===== config.mk =====
export PLATFORM = sky130hd
export DESIGN_NAME = dpi_mem_arbiter
export DESIGN_NICKNAME = d
export VERILOG_FILES = /design/src/rtl/dpi_mem_arb_pkg.sv /design/src/rtl/dpi_mem_arbiter_rr_arb2.sv /design/src/rtl/dpi_mem_arbiter.sv
export SDC_FILE = /design/constraint.sdc
export NUM_CORES = 1
export LEC_CHECK = 0
export ABC_AREA = 1
export CORE_ASPECT_RATIO = 0.5
export CORE_MARGIN = 4
export CORE_UTILIZATION = 39
export CTS_CLUSTER_SIZE = 20
export DETAILED_ROUTE_END_ITERATION = 10
export GPL_TIMING_DRIVEN = 0
export PLACE_DENSITY = 0.86
export SLEW_MARGIN = 20
export SYNTH_ARGS = -nofsm -noshare
export SYNTH_HDL_FRONTEND = slang
export SYNTH_SLANG_ARGS = --single-unit

===== constraint.sdc =====
create_clock -name clock -period 1.6 [get_ports clock]
set_clock_uncertainty 0.2 [all_clocks]
set_input_delay 0.4 -clock clock [delete_from_list [all_inputs] [get_ports clock]]
set_output_delay 0.4 -clock clock [all_outputs]
set_load 0.02 [all_outputs]

===== src/rtl/dpi_mem_arb_pkg.sv =====
// Shared types and widths for the DPI memory arbiter.
//   state_e : transaction sequencer states
//   owner_e : which requester owns the transaction in flight
package dpi_mem_arb_pkg;

    localparam int ADDR_W = 32;
    localparam int DATA_W = 32;
    localparam int MASK_W = 4;

    typedef enum logic [1:0] {
        IDLE,
        WAIT,
        ACCESS,
        RESP
    } state_e;

    typedef enum logic {
        OWN_IFU,
        OWN_LSU
    } owner_e;

endpackage


===== src/rtl/dpi_mem_arbiter_rr_arb2.sv =====
// rr_arb2: two-way round-robin grant.
//   en          : grant allowed this cycle
//   ifu_valid   : IFU request pending
//   lsu_valid   : LSU request pending
//   last_grant  : owner of the previous accepted transaction
//   grant       : one-hot grant, bit 0 = IFU, bit 1 = LSU
module rr_arb2
    import dpi_mem_arb_pkg::*;
(
    input  logic       en,
    input  logic       ifu_valid,
    input  logic       lsu_valid,
    input  owner_e     last_grant,
    output logic [1:0] grant
);

    always_comb begin
        grant = '0;
        if (en) begin
            if (ifu_valid && lsu_valid) begin
                // On a tie the requester that did not go last wins.
                grant = (last_grant == OWN_LSU) ? 2'b01 : 2'b10;
            end else begin
                grant = {lsu_valid, ifu_valid};
            end
        end
    end

endmodule


===== src/rtl/dpi_mem_arbiter.sv =====
// dpi_mem_arbiter: shares one DPI memory port between the IFU (read-only)
// and the LSU (read/write). One transaction at a time: accept, optional
// LATENCY wait cycles, a single memory access cycle, then a registered
// response held until the owner's resp_ready.
//   clock, reset_n        : clock, asynchronous active-low reset
//   ifu_req_*/ifu_resp_*  : IFU request / response valid-ready channels
//   lsu_req_*/lsu_resp_*  : LSU request / response valid-ready channels
//   mem_*                 : DPI memory port (rdata combinational from raddr)
module dpi_mem_arbiter
    import dpi_mem_arb_pkg::*;
#(
    parameter int unsigned LATENCY = 0,
    parameter int unsigned CNT_W   = 8
) (
    input  logic              clock,
    input  logic              reset_n,
    input  logic              ifu_req_valid,
    output logic              ifu_req_ready,
    input  logic [ADDR_W-1:0] ifu_req_addr,
    output logic              ifu_resp_valid,
    input  logic              ifu_resp_ready,
    output logic [DATA_W-1:0] ifu_resp_data,
    input  logic              lsu_req_valid,
    output logic              lsu_req_ready,
    input  logic              lsu_req_wen,
    input  logic [ADDR_W-1:0] lsu_req_addr,
    input  logic [DATA_W-1:0] lsu_req_wdata,
    input  logic [MASK_W-1:0] lsu_req_wmask,
    output logic              lsu_resp_valid,
    input  logic              lsu_resp_ready,
    output logic [DATA_W-1:0] lsu_resp_data,
    output logic              mem_ren,
    output logic [ADDR_W-1:0] mem_raddr,
    input  logic [DATA_W-1:0] mem_rdata,
    output logic              mem_wen,
    output logic [ADDR_W-1:0] mem_waddr,
    output logic [DATA_W-1:0] mem_wdata,
    output logic [MASK_W-1:0] mem_wmask
);

    state_e            state_q,    state_d;
    owner_e            owner_q,    owner_d;
    owner_e            last_q,     last_d;
    logic              wen_q,      wen_d;
    logic [ADDR_W-1:0] addr_q,     addr_d;
    logic [DATA_W-1:0] wdata_q,    wdata_d;
    logic [MASK_W-1:0] wmask_q,    wmask_d;
    logic [CNT_W-1:0]  cnt_q,      cnt_d;
    logic [DATA_W-1:0] ifu_data_q, ifu_data_d;
    logic [DATA_W-1:0] lsu_data_q, lsu_data_d;

    logic [1:0]        grant;
    logic [DATA_W-1:0] access_data;

    // Gating with reset_n keeps both ready outputs low while reset is held.
    rr_arb2 u_rr_arb2 (
        .en         (reset_n && (state_q == IDLE)),
        .ifu_valid  (ifu_req_valid),
        .lsu_valid  (lsu_req_valid),
        .last_grant (last_q),
        .grant      (grant)
    );

    assign ifu_req_ready = grant[0];
    assign lsu_req_ready = grant[1];

    always_comb begin
        state_d    = state_q;
        owner_d    = owner_q;
        last_d     = last_q;
        wen_d      = wen_q;
        addr_d     = addr_q;
        wdata_d    = wdata_q;
        wmask_d    = wmask_q;
        cnt_d      = cnt_q;
        ifu_data_d = ifu_data_q;
        lsu_data_d = lsu_data_q;
        access_data = wen_q ? '0 : mem_rdata;

        case (state_q)
            IDLE: begin
                if (grant[0]) begin
                    owner_d = OWN_IFU;
                    wen_d   = 1'b0;
                    addr_d  = ifu_req_addr;
                    wdata_d = '0;
                    wmask_d = '0;
                end else if (grant[1]) begin
                    owner_d = OWN_LSU;
                    wen_d   = lsu_req_wen;
                    addr_d  = lsu_req_addr;
                    wdata_d = lsu_req_wdata;
                    wmask_d = lsu_req_wmask;
                end
                if (|grant) begin
                    last_d  = owner_d;
                    cnt_d   = CNT_W'(LATENCY);
                    state_d = (LATENCY > 0) ? WAIT : ACCESS;
                end
            end
            WAIT: begin
                cnt_d = cnt_q - CNT_W'(1);
                if (cnt_q == CNT_W'(1)) begin
                    state_d = ACCESS;
                end
            end
            ACCESS: begin
                if (owner_q == OWN_IFU) begin
                    ifu_data_d = access_data;
                end else begin
                    lsu_data_d = access_data;
                end
                state_d = RESP;
            end
            RESP: begin
                if ((owner_q == OWN_IFU && ifu_resp_ready) ||
                    (owner_q == OWN_LSU && lsu_resp_ready)) begin
                    state_d = IDLE;
                end
            end
            default: state_d = IDLE;
        endcase
    end

    always_ff @(posedge clock or negedge reset_n) begin
        if (!reset_n) begin
            state_q    <= IDLE;
            owner_q    <= OWN_IFU;
            last_q     <= OWN_LSU;
            wen_q      <= 1'b0;
            addr_q     <= '0;
            wdata_q    <= '0;
            wmask_q    <= '0;
            cnt_q      <= '0;
            ifu_data_q <= '0;
            lsu_data_q <= '0;
        end else begin
            state_q    <= state_d;
            owner_q    <= owner_d;
            last_q     <= last_d;
            wen_q      <= wen_d;
            addr_q     <= addr_d;
            wdata_q    <= wdata_d;
            wmask_q    <= wmask_d;
            cnt_q      <= cnt_d;
            ifu_data_q <= ifu_data_d;
            lsu_data_q <= lsu_data_d;
        end
    end

    // Memory strobes decode straight from state flops, so the async reset
    // drops them immediately; a zero-mask write issues no strobe at all.
    assign mem_ren   = (state_q == ACCESS) && !wen_q;
    assign mem_wen   = (state_q == ACCESS) && wen_q && (|wmask_q);
    assign mem_raddr = mem_ren ? addr_q  : '0;
    assign mem_waddr = mem_wen ? addr_q  : '0;
    assign mem_wdata = mem_wen ? wdata_q : '0;
    assign mem_wmask = mem_wen ? wmask_q : '0;

    assign ifu_resp_valid = (state_q == RESP) && (owner_q == OWN_IFU);
    assign lsu_resp_valid = (state_q == RESP) && (owner_q == OWN_LSU);
    assign ifu_resp_data  = ifu_data_q;
    assign lsu_resp_data  = lsu_data_q;

endmodule


# [Word-level counts from Yosys, hierarchy flattened]
# Cells that the tools add are included.
[classes] add_sub_neg=1 eq_ne=7 n_mux=24 bitwise_logic=1 reduce_logical=22
[ops] op="2-to-1 mux 32 bit" n=8
[ops] op="case mux 8 bit (2 select lines)" n=1
[ops] op="2-to-1 mux 2 bit" n=6
[ops] op="2-to-1 mux 4 bit" n=3
[ops] op="AND reduction 2 bit" n=5
[ops] op="logical AND 1 bit" n=9
[ops] op="== test 8 x 1 -> 1 bit, second input constant" n=1
[ops] op="2-to-1 mux 8 bit" n=1
[ops] op="case mux 2 bit (4 select lines)" n=1
[ops] op="subtractor 8 x 1 -> 8 bit, second input constant" n=1
[ops] op="== test 2 bit, second input constant" n=2
[ops] op="2-to-1 mux 1 bit" n=4
[ops] op="inequality test 2 bit, second input constant" n=2
[ops] op="nonzero test 2 bit" n=2
[ops] op="OR reduction 4 bit" n=1
[ops] op="AND reduction 3 bit" n=1
[ops] op="== test 2 x 1 -> 1 bit, second input constant" n=1
[ops] op="logical NOT 2 bit" n=1
[ops] op="inequality test 2 x 1 -> 1 bit, second input constant" n=1
[ops] op="OR reduction 2 bit" n=1
[ops] op="logical NOT 1 bit" n=1
[ops] op="logical OR 1 bit" n=1
[ops] op="NOT 1 bit" n=1
[word_totals] reg_bits=145 out_inout_bits=170 word_cells=65

# [Logic depth before layout (Yosys ltp)]
# Gate-level depths: netlist of run 1.
[depth] word_depth=6 ltp_mapped=8

# [By module]
# A second synthesis of run 1 with hierarchy kept.
[unflattened] cells_unflattened=921 area_unflattened_um2=6926.6
[by_module_without_submodules] module="dpi_mem_arbiter" n_inst=1 cells_per_inst=916 area_each_um2=6905.4 seq_area_each_um2=3629.7
[by_module_without_submodules] module="rr_arb2" n_inst=1 cells_per_inst=5 area_each_um2=21.3 seq_area_each_um2=0.0

# [Least setup slack after synthesis of run 1]
# No wires, ideal clock.
[synth_path] path_kind="reg2out" startpoint="register state_q[1]" endpoint="output mem_raddr[10]" t_arrival_ps=1460 t_required_ps=1000 slack_ps=-460 path_stages_with_launch=8 n_path_buf=1 cell_sequence="dfrtp_1 > inv_1 > nor2_2 > inv_2 > nor2_2 > inv_1 > buf_2 > nor2_1"
[synth_between] elab_chain_cells=3
[synth_lines] item="start, declared" line="dpi_mem_arbiter.sv:41" text="state_e state_q, state_d;"
[synth_lines] item="start signal, assigned" line="dpi_mem_arbiter.sv:138" text="state_q <= state_d;"
[synth_lines] item="== test 2 bit" line="dpi_mem_arbiter.sv:153" text="assign mem_ren = (state_q == ACCESS) && !wen_q;"
[synth_lines] item="logical AND 1 bit" line="dpi_mem_arbiter.sv:153"
[synth_lines] item="net mem_ren" line="dpi_mem_arbiter.sv:32" text="output logic mem_ren,"
[synth_lines] item="2-to-1 mux 32 bit" line="dpi_mem_arbiter.sv:155" text="assign mem_raddr = mem_ren ? addr_q : '0;"
[synth_lines] item="end, declared" line="dpi_mem_arbiter.sv:33" text="output logic [ADDR_W-1:0] mem_raddr,"
# The timed path passes the listed nets, and every way through them passes these cells.

# [Final worst setup path of run 1]
[layout_path] startpoint="register wmask_q[2]" endpoint="output mem_wdata[18]"
[layout_between] elab_chain_cells=3
[layout_lines] item="start, declared" line="dpi_mem_arbiter.sv:47" text="logic [MASK_W-1:0] wmask_q, wmask_d;"
[layout_lines] item="start signal, assigned" line="dpi_mem_arbiter.sv:144" text="wmask_q <= wmask_d;"
[layout_lines] item="OR reduction 4 bit" line="dpi_mem_arbiter.sv:154" text="assign mem_wen = (state_q == ACCESS) && wen_q && (|wmask_q);"
[layout_lines] item="logical AND 1 bit" line="dpi_mem_arbiter.sv:154"
[layout_lines] item="2-to-1 mux 32 bit" line="dpi_mem_arbiter.sv:157" text="assign mem_wdata = mem_wen ? wdata_q : '0;"
[layout_lines] item="end, declared" line="dpi_mem_arbiter.sv:37" text="output logic [DATA_W-1:0] mem_wdata,"
# Every way passes these cells.

==> reports/summary.txt, run 1 <==
Hold Vio Cnt, Final = 0
Share of layout cells above drive strength 1 = 47.9%
EDFF count, synth = 0
Crit-path max FO = 10
Lkg Pwr = 6.81 nW
Hold Path Class = in -> async
Worst slew pin tran = 0.810 ns
Drt first pass iters = 5
CP Depth = 6
I/O Buffers = 308
Routed wire length = 41600 um
H-tree depth = 4
Total CTS buffers = 17
Total GRT Usage = 32.7%
Vias in the first global route = 9246
Die Width = 199 um
Final nets = 1504
FF-to-FF setup slack = -0.86 ns
Total core area = 0.0177 mm^2
Fillers = 830
Post-synth ARST share = 100%
Main synth FF type = dfrtp_1
Min Tclk post-route = 2.57 ns
Root Buffer = clkbuf_16
Tcrit/Tclk final = 160%
DR iter-0 viols = 1020
Delay-heaviest family, CP = buffers and inverters
Failing checks = negative setup slack
Height of the die = 104 um
Post-synth top area cell = dfrtp_1
Dominant cells by area after synthesis = dfrtp_1 (51%), nand2_1 (11%), o21ai_0 (7.9%)
Total power = 26.4 mW
Slew headroom = 45.6%
CTS Sinks = 145
DP Wirelength = 19900 um
Worst path max stage delay = 0.40 ns
Syn-to-layout area delta = 103%
RSZ-0062 raised after global routing = yes
Maximum vdd drop = 0.00124 V
Worst path required time = 1.00 ns
Placer Congestion = 0.870
Crit start category = flip-flop
First-pass GRT wire length = 53000 um
Grt ovf = 0
CP arrival = 1.97 ns
CTS tree = built
Outcome = finished with violations
Pin count of the biggest net entering global routing = 50
Initial Utilization = 40.3%
Number of max-cap violations = 0
# setup viols final = 266
Syn nets = 1087
Initial antenna violation count = 2
Clock transition at the registers of the reported paths = 0.08 ns
Seq cells post-synth = 145
Clock buffer depth = 2
Total I/O pin count = 309
Routed vias = 9418
Synth Cell Area = 0.00712 mm^2
Hold_ws = 0.0572 ns
Pwr Density = 1830 mW/mm^2
CP Cell Sequence = inv_2 -> nand4_1 -> nand3_4 -> clkbuf_8 -> nor2_2 -> clkdlybuf4s15_2
Fmax = 0.390 GHz
Die area = 0.0206 mm^2
Clk_lat worst skew = 0.45 ns
Setup crit end kind = output port
Yosys top cell area share = 50.6%
Slowest-stage cell, CP = dfrtp_1
# DRC = 0
Worst R2R Path Depth = 7
Final Max Tran Viols = 0
Synth cell types = 27
Yosys warns = 0
Post-DRT Antenna Nets = 0
Post-synthesis cell count = 946
Mean post-synth cell area = 7.52 um^2
Register area share after synthesis = 51.0%
Worst path bufs/invs = 3
Mean number of vias per cell = 5.85
Final worst setup slack = -0.967 ns
Setup Total Neg Slack = -146.52 ns
Worst Path Class, Setup = reg -> out
Avg WL per Cell = 25.8 um
Row Count = 34
metrics by stage:
step	instance area [um^2]	util, %	instances	setup WS [ns]
floorplan	7740	-	946	-0.246
global placement	11100	62.9	1488	-6.27
detailed placement	11100	63.1	1489	-1.67
CTS	13100	74.4	1584	-0.776
global route	14400	81.7	1611	-0.987
finish	14400	81.7	1611	-0.967
cells in the final DEF, fill, tap and decap left out, types with 22 or more instances in the layout:
cell,Yosys,routed
nand2_1,210,171
dfrtp_1,144,142
clkdlybuf4s50_1,0,137
buf_6,9,127
inv_1,136,126
nor2_4,0,91
o21ai_2,0,86
nor2_1,150,54
buf_2,23,51
buf_4,3,46
o21ai_1,44,37
nand2_2,2,31
buf_12,0,28
o21ai_0,113,26
clkbuf_16,0,25
nand3_2,0,24
buf_8,0,22
synthesized netlist by cell type (all sizes together), types with 2 or more instances:
library cell  number
nor2             161
dfrtp            144
nand2            213
nand3             47
inv              140
ha                 2
a21oi             12
a21boi             2
nor3               3
buf               35
clkbuf            24
o21ai            157
timing repair:
action,in CTS,in global routing
pin swaps,18,43
setup buffers,39,35
resized for setup,1083,377
endpoints found under the hold margin,95,0
hold buffers,8,0
cloned,17,6
endpoints found under the setup margin,311,267
area by class of cell:
class                   count  area, um^2  share of cell area [%]
repair buffers            404        4340                    30.1
multi-input cells         602        4270                    29.6
flip-flops and latches    145        3630                    25.2
plain buffers              53         737                    5.11
inverters                 140         554                    3.84
clock buffers              19         443                    3.07
well taps                 234         293                    2.03
clock inverters            13         151                    1.05
diodes                      1        2.50                  0.0174
registers in the layout (all words and copies together) (netlist names):
register       cells
ifu_resp_data     32
wen_q              1
addr_q            32
wmask_q            4
last_q             1
owner_q            1
lsu_resp_data     32
cnt_q              8
state_q            2
wdata_q           32
layer usage:
metal,global-route usage (%),up-vias,routed length (um)
met5,0,-,0
met4,18.8,0,3740
met3,7.14,318,4160
met2,54.6,809,19300
met1,39.0,4528,14400
li1,-,3763,-
power breakdown:
| group | switching [mW] | internal, mW |
|---|---|---|
| Sequential | 1.36 | 5.37 |
| Clock | 1.87 | 2.37 |
| Combinational | 9.37 | 6.11 |
| Total | 12.6 | 13.9 |
cells by family (layout without fill, tap and decap cells):
| kind of cell | Yosys count | count (layout) | share of synthesized area (%) |
|---|---|---|---|
| compound gates | 171 | 171 | 12.1 |
| xor+xnor | 2 | 2 | 0.246 |
| fa+ha+maj | 2 | 2 | 0.352 |
| buf+inv | 199 | 629 | 12.1 |
| flops | 145 | 145 | 51.0 |
| other cells | 0 | 1 | 0 |
| simple gates | 427 | 427 | 24.2 |
path summary, 6_finish.rpt:
path / from / end
setup / recovery: wmask_q[2]$_DFFE_PN0P_ / mem_wdata[18]
hold / removal: reset_n / wdata_q[30]$_DFFE_PN0P_
setup reg to reg: cnt_q[0]$_DFFE_PN0P_ / cnt_q[4]$_DFFE_PN0P_
hold reg to reg: addr_q[24]$_DFFE_PN0P_ / addr_q[24]$_DFFE_PN0P_
max in group asynchronous: reset_n / state_q[0]$_DFFE_PN0P_
min in group clock: addr_q[24]$_DFFE_PN0P_ / addr_q[24]$_DFFE_PN0P_
tightest hold or removal path, stage by stage:
cell,delay [ns]
buf_16,0.08
buf_12,0.10
buf_16,0.11
buf_2,0.47
Power figures use the tool's default switching activity.
==> inputs of run 2 (changes only) <==
--- a/config.mk
+++ b/config.mk
@@ -6,6 +6,7 @@
 export NUM_CORES = 1
 export LEC_CHECK = 0
 export ABC_AREA = 1
+export ABC_CLOCK_PERIOD_IN_PS = 1600
 export CORE_ASPECT_RATIO = 0.5
 export CORE_MARGIN = 4
 export CORE_UTILIZATION = 39
==> results of run 2 <==
No change in the layout: final DEF, timing and power equal those of run 1.
